--- src/rtl/sbi_pkg.sv ---
// Shared definitions for the Simple Burst Interface (SBI) initiator and responder.
//   sbi_init_state_e : initiator FSM state encoding
//   SBI_WIDTH        : default data width in bits
//   SBI_DEPTH        : default responder address space in words
//   SBI_MAX_BURST    : default maximum beats per command
package sbi_pkg;

  localparam int SBI_WIDTH     = 32;
  localparam int SBI_DEPTH     = 256;
  localparam int SBI_MAX_BURST = 16;

  typedef enum logic [1:0] {
    IDLE  = 2'd0,
    START = 2'd1,
    BURST = 2'd2,
    DRAIN = 2'd3
  } sbi_init_state_e;

endpackage

--- src/rtl/sbi_initiator.sv ---
// SBI initiator: converts one burst command into a bSTART address phase
// followed by bACCESS beats. Write data comes from a valid/ready source and
// read data is registered and handed to a sink that cannot backpressure.
//
// Ports
//   bCLK, bRSTn                    clock, async active-low reset
//   cmd_valid/ready/write/addr/len burst command (len = beats - 1)
//   wdata_valid/ready, wdata       write data source
//   rdata_o, rvalid_o              read data to sink (bQ/bVALID delayed one cycle)
//   done_o                         one-cycle pulse when a command completes
//   err_o                          one-cycle pulse when a command is rejected
//   bADDR, bSTART, bACCESS, bWRITE, bD, bQ, bVALID   SBI bus
//
// Build option
//   SBI_INITIATOR_BOUNDCHK_EN : reject commands whose burst runs past Depth
//   (err_o pulses, no bus activity). Without it, bursts wrap modulo Depth
//   and err_o is tied low.
//
// state | meaning
// IDLE  | cmd_ready high, waiting for a command
// START | one-cycle address phase (bSTART)
// BURST | issuing beats; write beats follow wdata_valid
// DRAIN | read only: all beats issued, waiting for the remaining bVALIDs
module sbi_initiator
  import sbi_pkg::*;
#(
  parameter int Width    = SBI_WIDTH,
  parameter int Depth    = SBI_DEPTH,
  parameter int MaxBurst = SBI_MAX_BURST,
  localparam int Aw      = $clog2(Depth),
  localparam int Lw      = $clog2(MaxBurst)
) (
  input  logic             bCLK,
  input  logic             bRSTn,
  input  logic             cmd_valid,
  output logic             cmd_ready,
  input  logic             cmd_write,
  input  logic [Aw-1:0]    cmd_addr,
  input  logic [Lw-1:0]    cmd_len,
  input  logic             wdata_valid,
  output logic             wdata_ready,
  input  logic [Width-1:0] wdata,
  output logic [Width-1:0] rdata_o,
  output logic             rvalid_o,
  output logic             done_o,
  output logic             err_o,
  output logic [Aw-1:0]    bADDR,
  output logic             bSTART,
  output logic             bACCESS,
  output logic             bWRITE,
  output logic [Width-1:0] bD,
  input  logic [Width-1:0] bQ,
  input  logic             bVALID
);

  localparam logic [Lw-1:0] LEN_ONE = Lw'(1);

  sbi_init_state_e state;
  logic [Aw-1:0]   addr_r;
  logic [Lw-1:0]   len_r;
  logic [Lw-1:0]   beat_cnt;
  logic [Lw-1:0]   ret_cnt;
  logic            write_r;
  logic            accept;
  logic            reject;
  logic            ret_en;
  logic            ret_last;

  assign cmd_ready = (state == IDLE);
  assign accept    = cmd_valid & cmd_ready;

`ifdef SBI_INITIATOR_BOUNDCHK_EN
  // Wide enough that addr + len + 1 can never overflow before the compare.
  localparam int Cw = Aw + Lw + 1;
  logic [Cw-1:0] end_excl;

  assign end_excl = Cw'(cmd_addr) + Cw'(cmd_len) + Cw'(1);
  assign reject   = accept & (end_excl > Cw'(Depth));

  always_ff @(posedge bCLK or negedge bRSTn) begin
    if (!bRSTn) err_o <= 1'b0;
    else        err_o <= reject;
  end
`else
  assign reject = 1'b0;
  assign err_o  = 1'b0;
`endif

  assign bSTART = (state == START);
  assign bADDR  = addr_r;
  assign bWRITE = write_r;

  always_comb begin
    bACCESS = 1'b0;
    if (state == BURST) bACCESS = write_r ? wdata_valid : 1'b1;
  end

  assign wdata_ready = bACCESS & write_r;
  assign bD          = wdata_ready ? wdata : '0;

  // Read returns are counted only while a burst owns the bus; stray bVALID
  // in IDLE (e.g. after an abort) must not leak to the sink.
  assign ret_en   = bVALID & ((state == BURST) | (state == DRAIN));
  assign ret_last = ret_en & ~write_r & (ret_cnt == len_r);

  always_ff @(posedge bCLK or negedge bRSTn) begin
    if (!bRSTn) begin
      state    <= IDLE;
      addr_r   <= '0;
      len_r    <= '0;
      write_r  <= 1'b0;
      beat_cnt <= '0;
      ret_cnt  <= '0;
      done_o   <= 1'b0;
    end else begin
      done_o <= 1'b0;
      if (ret_en) ret_cnt <= ret_cnt + LEN_ONE;
      case (state)
        IDLE: begin
          if (accept && !reject) begin
            addr_r   <= cmd_addr;
            len_r    <= cmd_len;
            write_r  <= cmd_write;
            beat_cnt <= cmd_len;
            ret_cnt  <= '0;
            state    <= START;
          end
        end
        START: state <= BURST;
        BURST: begin
          if (bACCESS) begin
            if (beat_cnt == '0) begin
              // A zero-latency responder could return the last word on the
              // last beat itself, so a read may finish straight from BURST.
              if (write_r || ret_last) begin
                state  <= IDLE;
                done_o <= 1'b1;
              end else begin
                state <= DRAIN;
              end
            end else begin
              beat_cnt <= beat_cnt - LEN_ONE;
            end
          end
        end
        DRAIN: begin
          if (ret_last) begin
            state  <= IDLE;
            done_o <= 1'b1;
          end
        end
        default: state <= IDLE;
      endcase
    end
  end

  always_ff @(posedge bCLK or negedge bRSTn) begin
    if (!bRSTn) begin
      rvalid_o <= 1'b0;
      rdata_o  <= '0;
    end else begin
      rvalid_o <= ret_en;
      if (ret_en) rdata_o <= bQ;
    end
  end

endmodule

--- config.mk ---
export PLATFORM = sky130hd
export DESIGN_NAME = sbi_initiator
export DESIGN_NICKNAME = d
export VERILOG_FILES = /design/src/rtl/sbi_pkg.sv /design/src/rtl/sbi_initiator.sv
export SDC_FILE = /design/constraint.sdc
export NUM_CORES = 1
export LEC_CHECK = 0
export ABC_AREA = 1
export CORE_AREA = 10 10 83 85
export DETAILED_ROUTE_END_ITERATION = 10
export DIE_AREA = 0 0 93 95
export DONT_BUFFER_PORTS = 1
export HOLD_SLACK_MARGIN = 0.06
export PLACE_DENSITY = 0.79
export SLEW_MARGIN = 10
export SYNTH_ARGS = -nofsm -noshare
export SYNTH_HDL_FRONTEND = slang
export SYNTH_SLANG_ARGS = --single-unit
--- constraint.sdc ---
create_clock -name bCLK -period 2.2 [get_ports bCLK]
set_input_delay 0.22 -clock bCLK [delete_from_list [all_inputs] [get_ports bCLK]]
set_output_delay 0.22 -clock bCLK [all_outputs]
set_load 0.005 [all_outputs]
Word level (Yosys, flattened, before mapping)
Cells that the tools add are included.

word-level totals
  output and inout port bits = 80
  input port bits = 82
  bits in registers = 57
  logic and storage cells = 55

cells by class
  add/subtract/negate cells = 2
  multiplexer cells = 21
  reductions and logical operators = 7
  equality and inequality tests = 9
  bitwise operators = 7

operators with widths
  operator               number
  $mux W32               1
  $mux W4                6
  $mux W2                5
  $pmux W2 S4            1
  $pmux W4 S2            1
  $reduce_and A4 Y1      2
  $mux W1                6
  $ne A2 B2 Y1 const B   3
  $and A1 B1 Y1          5
  $add A4 B1 Y4 const B  1
  $eq A2 B2 Y1 const B   2
  $eq A4 B4 Y1           1
  $logic_not A4 Y1       1
  $ne A2 B1 Y1 const B   2
  $sub A4 B1 Y4 const B  1
  $eq A2 B1 Y1 const B   1
  $logic_not A2 Y1       1
  $pmux W1 S2            1
  $reduce_and A2 Y1      1
  $reduce_bool A2 Y1     1
  $logic_or A1 B1 Y1     1
  $not A1 Y1             1
  $or A1 B1 Y1           1

Logic depth before layout (Yosys ltp)
  depth in word-level cells = 10
  gate-level depth with buffers = 9
  depth with buffers taken out = 9

Worst setup path after synthesis
Ideal clock, no wire load.

  path kind = register -> output
  from = reg state[0]
  to = out bD[22]
  required time = 1980 ps
  setup slack = 899 ps
  data arrival time = 1081 ps
  buffers on the path = 1
  stages on the path, launching flop included = 9
  cell sequence = dfrtp_1 inv_2 nand2_4 clkinv_4 nand2_2 inv_2 nand2_4 buf_6 nor2_1

between the ends
  word-level cells in the longest chain between the ends = 4

RTL lines
  element                 RTL line              text
  start, declared         sbi_initiator.sv:58   sbi_init_state_e state;
  start signal, assigned  sbi_initiator.sv:108  state <= IDLE;
  start signal, assigned  sbi_initiator.sv:126  state <= START;
  start signal, assigned  sbi_initiator.sv:129  START: state <= BURST;
  $eq A2 B2 Y1            sbi_initiator.sv:95   if (state == BURST) bACCESS = write_r ? wdata_valid : 1'b1;
  $mux W1                 sbi_initiator.sv:95
  net bACCESS             sbi_initiator.sv:49   output logic bACCESS,
  $and A1 B1 Y1           sbi_initiator.sv:98   assign wdata_ready = bACCESS & write_r;
  $mux W32                sbi_initiator.sv:99   assign bD = wdata_ready ? wdata : '0;
  end, declared           sbi_initiator.sv:51   output logic [Width-1:0] bD,

The timed path passes the listed nets, and every way through them passes these cells.

Final worst setup path
  from = reg state[1]
  to = out bD[3]

Same word-level chain as after synthesis.

==> metrics.yaml <==
period_share_pct: 87.2
synth_warnings: 0
ys.flop_type: "dfrtp_1"
synth_area_leaders: "dfrtp_1 (51%), nand2_1 (21%), inv_1 (6.4%), nor2_1 (5.1%), o21ai_0 (1.8%)"
leakagePower_nw: 1.93
gp_congestion: 0.809
syn2layout_area_growth_pct: 24.7
crit_path_end_kind: "output port"
fmax_mhz: 521
grt_use_total_pct: 18.5
arrival_ns: 1.70
ys_seq_area_share_pct: 51.4
worstPathRequired_ns: 1.98
yosysTopAreaCellShare_pct: 51.4
netSwitchingFraction_pct: 40.7
grt_pass1_vias: 2460
n_antenna_cell: 0
powerDensity_nw_per_um2: 1240
die_x_um: 93
antenna_found_initial: 0
status: "finished clean"
firstDrtPassIters: 4
holdPathEnd: "beat_cnt[1]"
pre_cts_ws_ns: 0.640
p_int_mw: 2.55
cts_max_level: 3
path_clk_slew_ns: 0.07
slew_violations: 0
yosysMostFrequentCell: "nand2_1"
hp-start: "cmd_len[1]"
finalSetupViolations: 0
clockBufferDepth: 2
via_per_inst: 5.02
fin_area_sq_um: 3460
syn-num-nets: 450
rr_startpoint: "state[1]"
cts_buffers: 9
root_buffer: "clkbuf_8"
drc: 0
startpoint_type: "register"
rsz0062_at_grt: "no"
switching_power_mw: 1.75
grt_pass1_wl_um: 12800
clock-sinks: 57
die_h_um: 95
power_frac_comb_pct: 32.2
min_path_cells: 2
initial_core_util_pct: 52.0
synth_top_cell_by_area: "dfrtp_1"
post-dp-hpwl_um: 5630
insertion_delay_ns: 0.33
grt_overflow: 0
synth_area_sq_um: 2780
finalSetupTns_ns: 0
drt_iter0_drc: 148
final_util_pct: 64.8
fp.dieArea_sq_um: 8840
cap_violations: 0
vias: 2448
placed_cell_area_sq_um: 2790
async_flop_share_pct: 100
path_max_fanout: 33
pin_count: 162
ir_drop_mv: 0.814
crit_type: "reg2out"
drt_wl_total_um: 8320
syn_inst: 365
hold_class: "in2reg"
synth-seq-cells: 57
ant_nets: 0
placement_rows: 27
grt_max_degree: 58
synth_cell_types: 28
wl_per_cell_um: 17.1
syn_avg_cell_area_sq_um: 7.60
period_needed_ns: 1.92
drive_gt1_share_pct: 9.38
holdWs_ns: 0.0722
core_sq_um: 5340
r2r_cells: 5
seqPwrFrac_pct: 45.8
hold_viol: 0
synth-edff-count: 0
fin_skew_ns: 0.00419
io_buffer_count: 0
cts_tree: "yes"
r2r_setup_slack_ns: 0.65
fin_ws_ns: 0.282
nets: 496
r2r-end: "ret_cnt[3]"
ys_top_cells_by_count: "nand2_1 (155), dfrtp_1 (57), inv_1 (47)"
clockPowerShare_pct: 22.0
-- sequential cells by signal, indices dropped and copies added, names as in the netlist --
| name | cells |
|---|---|
| rdata_o | 32 |
| bADDR | 8 |
| beat_cnt | 4 |
| len_r | 4 |
| ret_cnt | 4 |
| state | 2 |
| bWRITE | 1 |
| done_o | 1 |
| rvalid_o | 1 |
-- cells in the final DEF, fill, tap and decap left out, drive strengths merged, types with 2 or more instances in the layout --
master | netlist | layout
nand2 | 162 | 162
dfrtp | 57 | 57
inv | 54 | 55
dlygate4sd3 | 0 | 45
nor2 | 39 | 39
o21ai | 14 | 14
clkbuf | 2 | 9
nand3 | 6 | 6
a21oi | 5 | 5
clkinv | 1 | 5
xnor2 | 3 | 3
ha | 3 | 3
buf | 11 | 3
nor3 | 2 | 2
o211ai | 2 | 2
-- critical path, stage by stage (launching register included) --
cell	delay, ns
dfrtp_1	0.57
nand2_4	0.12
clkinv_4	0.10
nand2_2	0.07
inv_2	0.10
nand2_4	0.18
nor2_1	0.22
-- layer usage --
layer | global-route usage, % | up-vias | part of all wire [%]
met1 | 17.3 | 1131 | 33
met5 | 0 | - | 0
met2 | 33.2 | 141 | 51
met3 | 9.91 | 13 | 14
met4 | 7.97 | 0 | 1.5
li1 | - | 1163 | -
-- power by group through the flow --
| stage | Clock (mW) | Sequential [mW] | Combinational [mW] |
|---|---|---|---|
| 2_1_floorplan | 0 | 1.81 | 1.12 |
| 3_3_place_gp | 0 | 1.97 | 1.20 |
| 3_5_place_dp | 0 | 1.98 | 1.27 |
| 4_1_cts | 0.966 | 1.97 | 1.37 |
| 5_1_grt | 1.02 | 2.03 | 1.60 |
| 6_report | 0.944 | 1.97 | 1.38 |
-- timing repair --
item	CTS	global route
resized for setup	0	0
hold endpoints to repair	102	0
hold buffers	46	0
buffers inserted	0	0
-- logic make-up (layout without fill, tap and decap cells) --
| logic type | after synthesis | count (layout) | synth area share (%) |
|---|---|---|---|
| and+or+nand+nor | 211 | 211 | 30.5 |
| buffers and inverters | 68 | 119 | 11.0 |
| other | 1 | 1 | 0.135 |
| AOI/OAI and AO/OA | 22 | 22 | 4.69 |
| xor gates and xnor gates | 3 | 3 | 0.947 |
| DFF | 57 | 57 | 51.4 |
| adders and majority gates | 3 | 3 | 1.35 |
-- how the worst max path moves through the flow --
| stage | start | to | slack, ns | cells past startpoint |
|---|---|---|---|---|
| after global placement | state[1] | ret_cnt[3] | 0.70 | 5 |
| after detailed placement | state[1] | bD[3] | 0.64 | 6 |
| final | state[1] | bD[3] | 0.28 | 6 |
| after floorplan | state[0] | bD[22] | 0.90 | 8 |
| after CTS | state[1] | bD[3] | 0.27 | 6 |
| after global routing | state[1] | bD[11] | 0.13 | 6 |
-- area by class of cell --
cell class,instances,area (sq um)
clock buffers,9,124
clock inverters,7,70.1
fillers,415,1880
inverters,55,211
multi-input cells,240,1040
flip-flops and latches,57,1430
well taps,72,90.1
repair buffers,48,493
-- stage by stage --
stage	total power, mW	cells
final	4.30	488
after detailed placement	3.25	426
after floorplan	2.94	365
after global routing	4.65	488
after global placement	3.17	426
after CTS	4.30	488
No activity file was read; power rests on OpenSTA's default activity.
